[src/rtl/uart_param_top.sv]
`default_nettype none
// ============================================================================
// Module   : uart_param_top
// Purpose  : Parameterised UART with a TX framer and an RX deframer feeding a
//            show-ahead word FIFO. Optional parity bit: define UART_PARITY_EN.
// Revision : 1.0  initial release
// ============================================================================
module uart_param_top #(
    parameter int DATA_BITS     = 8,
    parameter int CLK_PER_BIT   = 5208,
    parameter int STOP_BITS     = 1,
    parameter int RX_FIFO_DEPTH = 4,
    parameter int PARITY_ODD    = 0
) (
    input  logic                 clk,
    input  logic                 rst,
    input  logic                 start,
    input  logic [DATA_BITS-1:0] data_in,
    output logic                 busy,
    output logic                 tx_out,
    input  logic                 rx_in,
    input  logic                 rx_rd,
    output logic [DATA_BITS-1:0] data_out,
    output logic                 done,
    output logic                 rx_ovf,
    output logic                 frame_err,
    output logic                 parity_err
);

    localparam int                c_baud_w    = $clog2(CLK_PER_BIT);
    localparam logic [c_baud_w-1:0] c_baud_last = c_baud_w'(CLK_PER_BIT - 1);
    localparam logic [c_baud_w-1:0] c_baud_half = c_baud_w'(CLK_PER_BIT / 2 - 1);
    localparam logic [3:0]        c_data_last = 4'(DATA_BITS - 1);
    localparam logic [3:0]        c_stop_last = 4'(STOP_BITS - 1);
    localparam int                c_idx_w     = $clog2(RX_FIFO_DEPTH);
    localparam int                c_ptr_w     = c_idx_w + 1;
`ifdef UART_PARITY_EN
    localparam logic              c_par_odd   = (PARITY_ODD != 0);
`endif

    generate
        if (DATA_BITS < 5 || DATA_BITS > 9 || CLK_PER_BIT < 8 ||
            (STOP_BITS != 1 && STOP_BITS != 2) ||
            RX_FIFO_DEPTH < 2 || RX_FIFO_DEPTH > 16 ||
            (RX_FIFO_DEPTH & (RX_FIFO_DEPTH - 1)) != 0 ||
            (PARITY_ODD != 0 && PARITY_ODD != 1)) begin : g_bad_param
            $error("uart_param_top: illegal parameter value");
        end
    endgenerate

    // ------------------------------------------------------------------ TX
    typedef enum logic [2:0] {
        TX_IDLE   = 3'd0,
        TX_START  = 3'd1,
        TX_DATA   = 3'd2,
        TX_PARITY = 3'd3,
        TX_STOP   = 3'd4
    } tx_state_t;

    tx_state_t              r_tx_state, w_tx_next;
    logic [c_baud_w-1:0]    r_tx_baud;
    logic [3:0]             r_tx_bit;
    logic [DATA_BITS-1:0]   r_tx_shift;
    logic                   w_tx_baud_end;
`ifdef UART_PARITY_EN
    logic                   r_tx_par;
`endif

    assign w_tx_baud_end = (r_tx_baud == c_baud_last);
    assign busy          = (r_tx_state != TX_IDLE);

    always_ff @(posedge clk or negedge rst) begin
        if (!rst) r_tx_state <= TX_IDLE;
        else      r_tx_state <= w_tx_next;
    end

    // tx_out decodes straight from state so reset drives the line high at once
    always_comb begin
        w_tx_next = r_tx_state;
        tx_out    = 1'b1;
        case (r_tx_state)
            TX_IDLE: begin
                if (start) w_tx_next = TX_START;
            end
            TX_START: begin
                tx_out = 1'b0;
                if (w_tx_baud_end) w_tx_next = TX_DATA;
            end
            TX_DATA: begin
                tx_out = r_tx_shift[0];
                if (w_tx_baud_end && r_tx_bit == c_data_last) begin
`ifdef UART_PARITY_EN
                    w_tx_next = TX_PARITY;
`else
                    w_tx_next = TX_STOP;
`endif
                end
            end
            TX_PARITY: begin
`ifdef UART_PARITY_EN
                tx_out = r_tx_par;
                if (w_tx_baud_end) w_tx_next = TX_STOP;
`else
                w_tx_next = TX_IDLE;
`endif
            end
            TX_STOP: begin
                if (w_tx_baud_end && r_tx_bit == c_stop_last) w_tx_next = TX_IDLE;
            end
            default: w_tx_next = TX_IDLE;
        endcase
    end

    always_ff @(posedge clk or negedge rst) begin
        if (!rst) begin
            r_tx_baud  <= '0;
            r_tx_bit   <= '0;
            r_tx_shift <= '0;
`ifdef UART_PARITY_EN
            r_tx_par   <= 1'b0;
`endif
        end else if (r_tx_state == TX_IDLE) begin
            r_tx_baud <= '0;
            r_tx_bit  <= '0;
            if (start) begin
                r_tx_shift <= data_in;
`ifdef UART_PARITY_EN
                r_tx_par   <= (^data_in) ^ c_par_odd;
`endif
            end
        end else begin
            r_tx_baud <= w_tx_baud_end ? '0 : r_tx_baud + 1'b1;
            if (w_tx_next != r_tx_state) r_tx_bit <= '0;
            else if (w_tx_baud_end)      r_tx_bit <= r_tx_bit + 1'b1;
            if (r_tx_state == TX_DATA && w_tx_baud_end) r_tx_shift <= r_tx_shift >> 1;
        end
    end

    // ------------------------------------------------------------------ RX
    typedef enum logic [2:0] {
        RX_IDLE   = 3'd0,
        RX_START  = 3'd1,
        RX_DATA   = 3'd2,
        RX_PARITY = 3'd3,
        RX_STOP   = 3'd4
    } rx_state_t;

    rx_state_t              r_rx_state, w_rx_next;
    logic                   r_rx_meta, r_rx_sync, r_rx_prev;
    logic [c_baud_w-1:0]    r_rx_baud;
    logic [3:0]             r_rx_bit;
    logic [DATA_BITS-1:0]   r_rx_shift;
    logic                   r_push, r_frame_err, r_rx_ovf;
    logic                   w_rx_fall, w_rx_baud_end, w_rx_stop_sample;
`ifdef UART_PARITY_EN
    logic                   r_rx_par_bit, r_parity_err, w_rx_par_bad;
    assign w_rx_par_bad = r_rx_par_bit != ((^r_rx_shift) ^ c_par_odd);
    assign parity_err   = r_parity_err;
`else
    assign parity_err   = 1'b0;
`endif

    // prev resets low, so a start edge needs the line to be seen high first
    always_ff @(posedge clk or negedge rst) begin
        if (!rst) begin
            r_rx_meta <= 1'b0;
            r_rx_sync <= 1'b0;
            r_rx_prev <= 1'b0;
        end else begin
            r_rx_meta <= rx_in;
            r_rx_sync <= r_rx_meta;
            r_rx_prev <= r_rx_sync;
        end
    end

    assign w_rx_fall        = r_rx_prev & ~r_rx_sync;
    assign w_rx_baud_end    = (r_rx_state == RX_START) ? (r_rx_baud == c_baud_half)
                                                       : (r_rx_baud == c_baud_last);
    assign w_rx_stop_sample = (r_rx_state == RX_STOP) && w_rx_baud_end;
    assign frame_err        = r_frame_err;
    assign rx_ovf           = r_rx_ovf;

    always_ff @(posedge clk or negedge rst) begin
        if (!rst) r_rx_state <= RX_IDLE;
        else      r_rx_state <= w_rx_next;
    end

    always_comb begin
        w_rx_next = r_rx_state;
        case (r_rx_state)
            RX_IDLE:  if (w_rx_fall) w_rx_next = RX_START;
            RX_START: if (w_rx_baud_end) w_rx_next = r_rx_sync ? RX_IDLE : RX_DATA;
            RX_DATA: begin
                if (w_rx_baud_end && r_rx_bit == c_data_last) begin
`ifdef UART_PARITY_EN
                    w_rx_next = RX_PARITY;
`else
                    w_rx_next = RX_STOP;
`endif
                end
            end
            RX_PARITY: begin
`ifdef UART_PARITY_EN
                if (w_rx_baud_end) w_rx_next = RX_STOP;
`else
                w_rx_next = RX_IDLE;
`endif
            end
            RX_STOP:  if (w_rx_baud_end) w_rx_next = RX_IDLE;
            default:  w_rx_next = RX_IDLE;
        endcase
    end

    always_ff @(posedge clk or negedge rst) begin
        if (!rst) begin
            r_rx_baud    <= '0;
            r_rx_bit     <= '0;
            r_rx_shift   <= '0;
            r_push       <= 1'b0;
            r_frame_err  <= 1'b0;
`ifdef UART_PARITY_EN
            r_rx_par_bit <= 1'b0;
            r_parity_err <= 1'b0;
`endif
        end else begin
            r_push       <= 1'b0;
            r_frame_err  <= 1'b0;
`ifdef UART_PARITY_EN
            r_parity_err <= 1'b0;
            if (r_rx_state == RX_PARITY && w_rx_baud_end) r_rx_par_bit <= r_rx_sync;
`endif
            if (r_rx_state == RX_IDLE) begin
                r_rx_baud <= '0;
                r_rx_bit  <= '0;
            end else begin
                r_rx_baud <= w_rx_baud_end ? '0 : r_rx_baud + 1'b1;
                if (w_rx_next != r_rx_state) r_rx_bit <= '0;
                else if (w_rx_baud_end)      r_rx_bit <= r_rx_bit + 1'b1;
            end
            if (r_rx_state == RX_DATA && w_rx_baud_end)
                r_rx_shift <= {r_rx_sync, r_rx_shift[DATA_BITS-1:1]};
            if (w_rx_stop_sample) begin
                if (!r_rx_sync) r_frame_err <= 1'b1;
`ifdef UART_PARITY_EN
                else if (w_rx_par_bad) r_parity_err <= 1'b1;
`endif
                else r_push <= 1'b1;
            end
        end
    end

    // ---------------------------------------------------------------- FIFO
    logic [DATA_BITS-1:0]   r_mem [RX_FIFO_DEPTH];
    logic [c_ptr_w-1:0]     r_wr_ptr, r_rd_ptr;
    logic                   w_empty, w_full, w_pop, w_push;

    assign w_empty  = (r_wr_ptr == r_rd_ptr);
    assign w_full   = (r_wr_ptr[c_ptr_w-1] != r_rd_ptr[c_ptr_w-1]) &&
                      (r_wr_ptr[c_idx_w-1:0] == r_rd_ptr[c_idx_w-1:0]);
    assign w_pop    = rx_rd & ~w_empty;
    // when full, a simultaneous pop frees the head slot the write lands in
    assign w_push   = r_push & (~w_full | w_pop);
    assign done     = ~w_empty;
    assign data_out = w_empty ? '0 : r_mem[r_rd_ptr[c_idx_w-1:0]];

    always_ff @(posedge clk) begin
        if (w_push) r_mem[r_wr_ptr[c_idx_w-1:0]] <= r_rx_shift;
    end

    always_ff @(posedge clk or negedge rst) begin
        if (!rst) begin
            r_wr_ptr <= '0;
            r_rd_ptr <= '0;
            r_rx_ovf <= 1'b0;
        end else begin
            if (w_push) r_wr_ptr <= r_wr_ptr + 1'b1;
            if (w_pop)  r_rd_ptr <= r_rd_ptr + 1'b1;
            r_rx_ovf <= r_push & w_full & ~w_pop;
        end
    end

endmodule
`default_nettype wire
[config.mk]
export PLATFORM = sky130hd
export DESIGN_NAME = uart_param_top
export DESIGN_NICKNAME = d
export VERILOG_FILES = /design/src/rtl/uart_param_top.sv
export SDC_FILE = /design/constraint.sdc
export NUM_CORES = 1
export LEC_CHECK = 0
export ABC_CLOCK_PERIOD_IN_PS = 2300
export CORE_MARGIN = 2
export CORE_UTILIZATION = 59
export CTS_CLUSTER_DIAMETER = 40
export DETAILED_ROUTE_END_ITERATION = 16
export PLACE_DENSITY = 0.91
export RECOVER_POWER = 50
export SLEW_MARGIN = 10
export SYNTH_ARGS = -nofsm -noshare
export SYNTH_HDL_FRONTEND = slang
export SYNTH_SLANG_ARGS = --single-unit
[constraint.sdc]
create_clock -name clk -period 2.3 [get_ports clk]
set_clock_uncertainty 0.2 [all_clocks]
set_input_delay 0.23 -clock clk [delete_from_list [all_inputs] [get_ports clk]]
set_output_delay 0.23 -clock clk [all_outputs]
set_load 0.02 [all_outputs]
# Word level (Yosys, flattened, before mapping)
# Memory sizes are Yosys's and may differ from the RTL's.
# Cells that the tools add are included.
dict set report word_totals {
  reg_bits 68
  latchBits 0
  ramBits 32
  rom_bits 0
  input_bits 13
  output_inout_bits 14
  wordCells 98
  mem_count 1
}
dict set report classes {
  n_addsub 6
  multipliers 0
  div_mod_pow 0
  order_cmp 0
  eq_ne 17
  shift 0
  muxes 33
  bitwise 10
  n_reduce_logical 15
}
# memory words width read_ports rd_ports_with_merged_regs write_ports line
set mem_list {}
lappend mem_list {r_mem 4 8 1 0 1 253} ;# logic [DATA_BITS-1:0] r_mem [RX_FIFO_DEPTH];
# operator n
set ops {}
lappend ops {{$mux W13} 4}
lappend ops {{$mux W8} 4}
lappend ops {{$add A13 B1 Y13 const B} 2}
lappend ops {{$eq A13 B13 Y1 const B} 2}
lappend ops {{$mux W3} 8}
lappend ops {{$mux W4} 6}
lappend ops {{$pmux W3 S4} 2}
lappend ops {{$eq A13 B12 Y1 const B} 1}
lappend ops {{$reduce_bool A3 Y1} 3}
lappend ops {{$add A4 B1 Y4 const B} 2}
lappend ops {{$eq A4 B3 Y1 const B} 2}
lappend ops {{$logic_and A1 B1 Y1} 7}
lappend ops {{$mux W1} 7}
lappend ops {{$add A3 B1 Y3 const B} 2}
lappend ops {{$eq A3 B1 Y1 const B} 2}
lappend ops {{$eq A3 B2 Y1 const B} 2}
lappend ops {{$eq A3 B3 Y1 const B} 2}
lappend ops {{$logic_not A3 Y1} 2}
lappend ops {{$ne A3 B3 Y1} 2}
lappend ops {{$and A1 B1 Y1} 5}
lappend ops {{$logic_not A4 Y1} 1}
lappend ops {{$not A1 Y1} 4}
lappend ops {{$eq A3 B3 Y1} 1}
lappend ops {{$eq A2 B2 Y1} 1}
lappend ops {{other kinds (7)} 7}

# Longest topological paths before layout
dict set report depth {
  word_depth 8
  depth_mapped 7
  mapped_depth_nobuf 6
}

# Least setup slack after synthesis
# No wires, ideal clock.
dict set report synth_timing {
  path_type {register -> register}
  start {register r_rd_ptr[0]}
  end {memory r_mem[0][0], enable pin}
  setup_ns 0.371
  t_arrival_ns 1.443
  t_required_ns 1.729
  slack_ns 0.286
  path_stages_with_launch 7
  path_buffers 2
  synth_period_minus_slack_ns 2.014
  path_cell_list {dfrtp_1 -> buf_4 -> xor2_1 -> nor4_1 -> nand2b_1 -> buf_2 -> nor2_1}
}
dict set report synth_between {
  elab_chain_len 7
  elab_cells_between_ends 10
  cone_classes {2 x eq/ne; 2 x mux; 5 x bitwise; 1 x reduce/logical}
}
# element line
set synth_rtl {}
lappend synth_rtl {{start, declared} 254} ;# logic [c_ptr_w-1:0] r_wr_ptr, r_rd_ptr;
lappend synth_rtl {{start signal, assigned} 277} ;# if (w_pop) r_rd_ptr <= r_rd_ptr + 1'b1;
lappend synth_rtl {{$eq A3 B3 Y1 or $eq A2 B2 Y1 (tied branches)} {257, 259}}
lappend synth_rtl {{$not A1 Y1 or $logic_and A1 B1 Y1 (tied branches)} {260, 258}}
lappend synth_rtl {{$and A1 B1 Y1 or $not A1 Y1 (tied branches)} {260, 262}}
lappend synth_rtl {{$or A1 B1 Y1 (*)} 262} ;# assign w_push = r_push & (~w_full | w_pop);
lappend synth_rtl {{$and A1 B1 Y1 (*)} 262}
lappend synth_rtl {{$mux W1 (*)} 267} ;# if (w_push) r_mem[r_wr_ptr[c_idx_w-1:0]] <= r_rx_shift;
lappend synth_rtl {{$mux W1 (not written as such) (*)} 267}
lappend synth_rtl {{end, declared} 253}
# Mark *: on every way between the ends. The rest lies on a longest branch, timed or not.

# Worst setup path after layout
dict set report layout_timing {
  start {register r_rd_ptr[0]}
  end {memory r_mem[1][7], enable pin}
}
# Same word-level chain as after synthesis.

==> impl_metrics.yaml <==
power:
  leakage_nw: 2.41
  pwr-share-comb: 0.110
  seq_power_share: 0.560
  total_power_mw: 3.75
  ir_drop_v: 0.000552
  p_sw_frac: 0.256
  p_int_mw: 2.79
  p_clk_frac: 0.330
  powerDensity_nw_per_um2: 703
  p_sw_uw: 959
die:
  core_um2: 7770
  fp.dieH_um: 93.9
  rows: 32
  die_area_um2: 8830
  dieWidth_um: 93.9
  start_util: 0.615
  io_pins: 27
run:
  cap_violations: 0
worst_setup_path:
  crit_slowest_cell: "nor2_1"
  worstPathArrival_ns: 2.04
  crit_fanout: 8
  endpoint_kind: "flip-flop"
  worst_ep_required_time_ns: 2.09
  crit_path_start_kind: "flip-flop"
  cp_slowest_stage_delay_ns: 0.56
  crit_chain: "buf_4 -> xor2_1 -> nor4_1 -> nand2b_1 -> nor2_1"
  cp_top_family: "simple AND/OR/NAND/NOR gates"
  rrSetupSlack_ns: 0.05
  worstSetupPathType: "reg2reg"
  path_buf_inv: 1
grt:
  grt_max_degree: 69
  grt_pass1_wl_um: 14300
  antenna_found_initial: 0
  grt_usage: 0.208
  overflow: 0
  grt_pass1_vias: 3099
cells_and_area:
  drive_above_1_share: 0.163
  antennaDiodeCount: 0
  final_util: 0.688
  fin_nets: 454
  synthToLayoutAreaGrowth_pct: 11.9
  fillers: 531
cts:
  cts_made_buffers: 9
  htreeDepth: 3
  cts_sinks: 100
  clkTransAtPathRegs_ns: 0.09
  cts_buffer_depth: 2
  clk_latency_ns: 0.35
  cts_tree: "built"
  cts_root_buf: "clkbuf_8"
sta:
  relSlewSlack: 0.403
  whs_ns: 0.164
  worst_slack_ns: 0.0490
  fin_crit_ns: 2.25
  clock.fmax_ghz: 0.444
  tightest_slew_ns: 0.895
  slew_violations: 0
  rsz0062_at_grt: "yes"
  setup_viol: 0
  hold_viol: 0
  period_share: 0.979
routing:
  drc_errors: 0
  vias: 3037
  ant_nets: 0
  drt_pass1_iterations: 4
  wl_per_cell_um: 15.7
  wirelength_um: 8450
  drtIter0Drc: 204
  via_per_inst: 5.64
worst_hold_path:
  hp-class: "reg2reg"
place:
  place.gp.congestion: 0.836
  dp_slack_ns: 0.0769
  dp_hpwl_um: 5960
  io_buffers: 25
logic_synthesis:
  ys_seq_area_frac: 0.558
  yosys_register_bits: 100
  syn-cell-area_um2: 4770
  ys_types: 56
  synth_top_area_frac: 0.356
  synth.top_cells.by_count: "68 x dfrtp_1, 57 x nor2_1, 32 x edfxtp_1, 31 x nand2_1, 19 x xor2_1"
  syn_avg_cell_area_um2: 11.9
  synth_ff_type: "dfrtp_1"
  synthTopCellsByArea: "dfrtp_1 36%, edfxtp_1 20%, nor2_1 4.5%"
  synth_area_leader_cell: "dfrtp_1"
  synth_edf_count: 32
  synth_cells: 401
  synth_most_common_cell: "dfrtp_1"
  syn-num-nets: 424
  synthArstFlopShare: 0.680
  synth_warnings: 0
status:
  status: "completed"
## registers in the layout, summed over array words and instances, names as in the netlist
| signal | flops |
|---|---|
| r_tx_state | 3 |
| r_tx_shift | 8 |
| r_rx_bit | 4 |
| r_rx_meta | 1 |
| r_tx_baud | 13 |
| r_tx_bit | 4 |
| r_rx_prev | 1 |
| r_mem | 32 |
| r_push | 1 |
| r_rx_baud | 13 |
| r_rx_sync | 1 |
| rx_ovf | 1 |
| r_rx_shift | 8 |
| r_rx_state | 3 |
| r_wr_ptr | 3 |
| frame_err | 1 |
| r_rd_ptr | 3 |
## final cells by class
class                   instances  area, µm²  share of cell area
flip-flops and latches        100       2660               0.499
clock buffers                  11        141              0.0265
clock inverters                 5       82.6              0.0155
well taps                     102        128              0.0239
inverters                      16       60.1              0.0112
repair buffers                 39        327              0.0612
multi-input cells             265       1940               0.363
## cell usage in the layout, fill, tap and decap left out, drive strengths merged, types with 4 or more instances in the layout
cell and count:
buf 21, clkbuf 12, edfxtp 32, nor2 58, xnor2 14, inv 17
nor3 7, dfrtp 68, nand2 31, nand4 7, nor3b 7, nand3 15
and3 4, xor2 19, a31oi 9, a21oi 7, o21ai 4, mux4 8
and2 12, mux2 11, nand2b 5, ha 10, clkdlybuf4s50 13, nor2b 4
## timing repair
item	4_1_cts	5_1_grt
buffers inserted	2	0
gates resized for setup	28	11
hold buffers	1	0
endpoints found under the setup margin	11	37
hold endpoints to repair	68	0
## worst reg2reg max path: cells and delay by family (launching register included)
| family | cells | cell delay [ns] |
|---|---|---|
| flip-flops | 1 | 0.44 |
| buffers and inverters | 1 | 0.16 |
| XOR/XNOR | 1 | 0.21 |
| AND/OR/NAND/NOR | 3 | 0.88 |
## power by group through the flow
stage / logic [mW] / clock network (mW) / registers (mW)
global placement: 0.383 / 0 / 2.12
floorplan: 0.338 / 0 / 2.07
finish: 0.411 / 1.24 / 2.10
CTS: 0.419 / 1.25 / 2.10
detailed placement: 0.415 / 0 / 2.13
global route: 0.471 / 1.34 / 2.12
## routing by layer
layer  track usage  wire length (µm)  part of all wire
met5             0                 0                 0
met4        0.0833               104             0.012
met3        0.0265               243             0.029
met2         0.355              4520              0.53
met1         0.269              3580              0.42
## path summary, 6_finish.rpt
check / startpoint / end / cells after the start
max in group asynchronous: rst / r_tx_state[1] / 3
min in group asynchronous: rst / r_tx_bit[2] / 3
worst max-delay path: r_rd_ptr[0] / r_mem[1][7] / 5
worst max register to register: r_rd_ptr[0] / r_mem[1][7] / 5
worst min register to register: r_rx_meta / r_rx_sync / 0
worst min-delay path: r_rx_meta / r_rx_sync / 0
## per-stage QoR
stage               area (µm²)  instances  TNS, ns
CTS                       5390        538  -0.0150
floorplan                 4770        401        0
finish                    5340        538        0
detailed placement        5130        519        0
global placement          5130        519        0
global route              5340        538    -1.22
## kinds of logic after synthesis
group,synth area share
and+or+nand+nor,0.194
adders and majority gates,0.0262
buffers and inverters,0.0391
AOI/OAI and AO/OA,0.0435
xor gates and xnor gates,0.0606
DFF,0.558
muxes,0.0776
other,0.000786
Power figures use the tool's default switching activity.
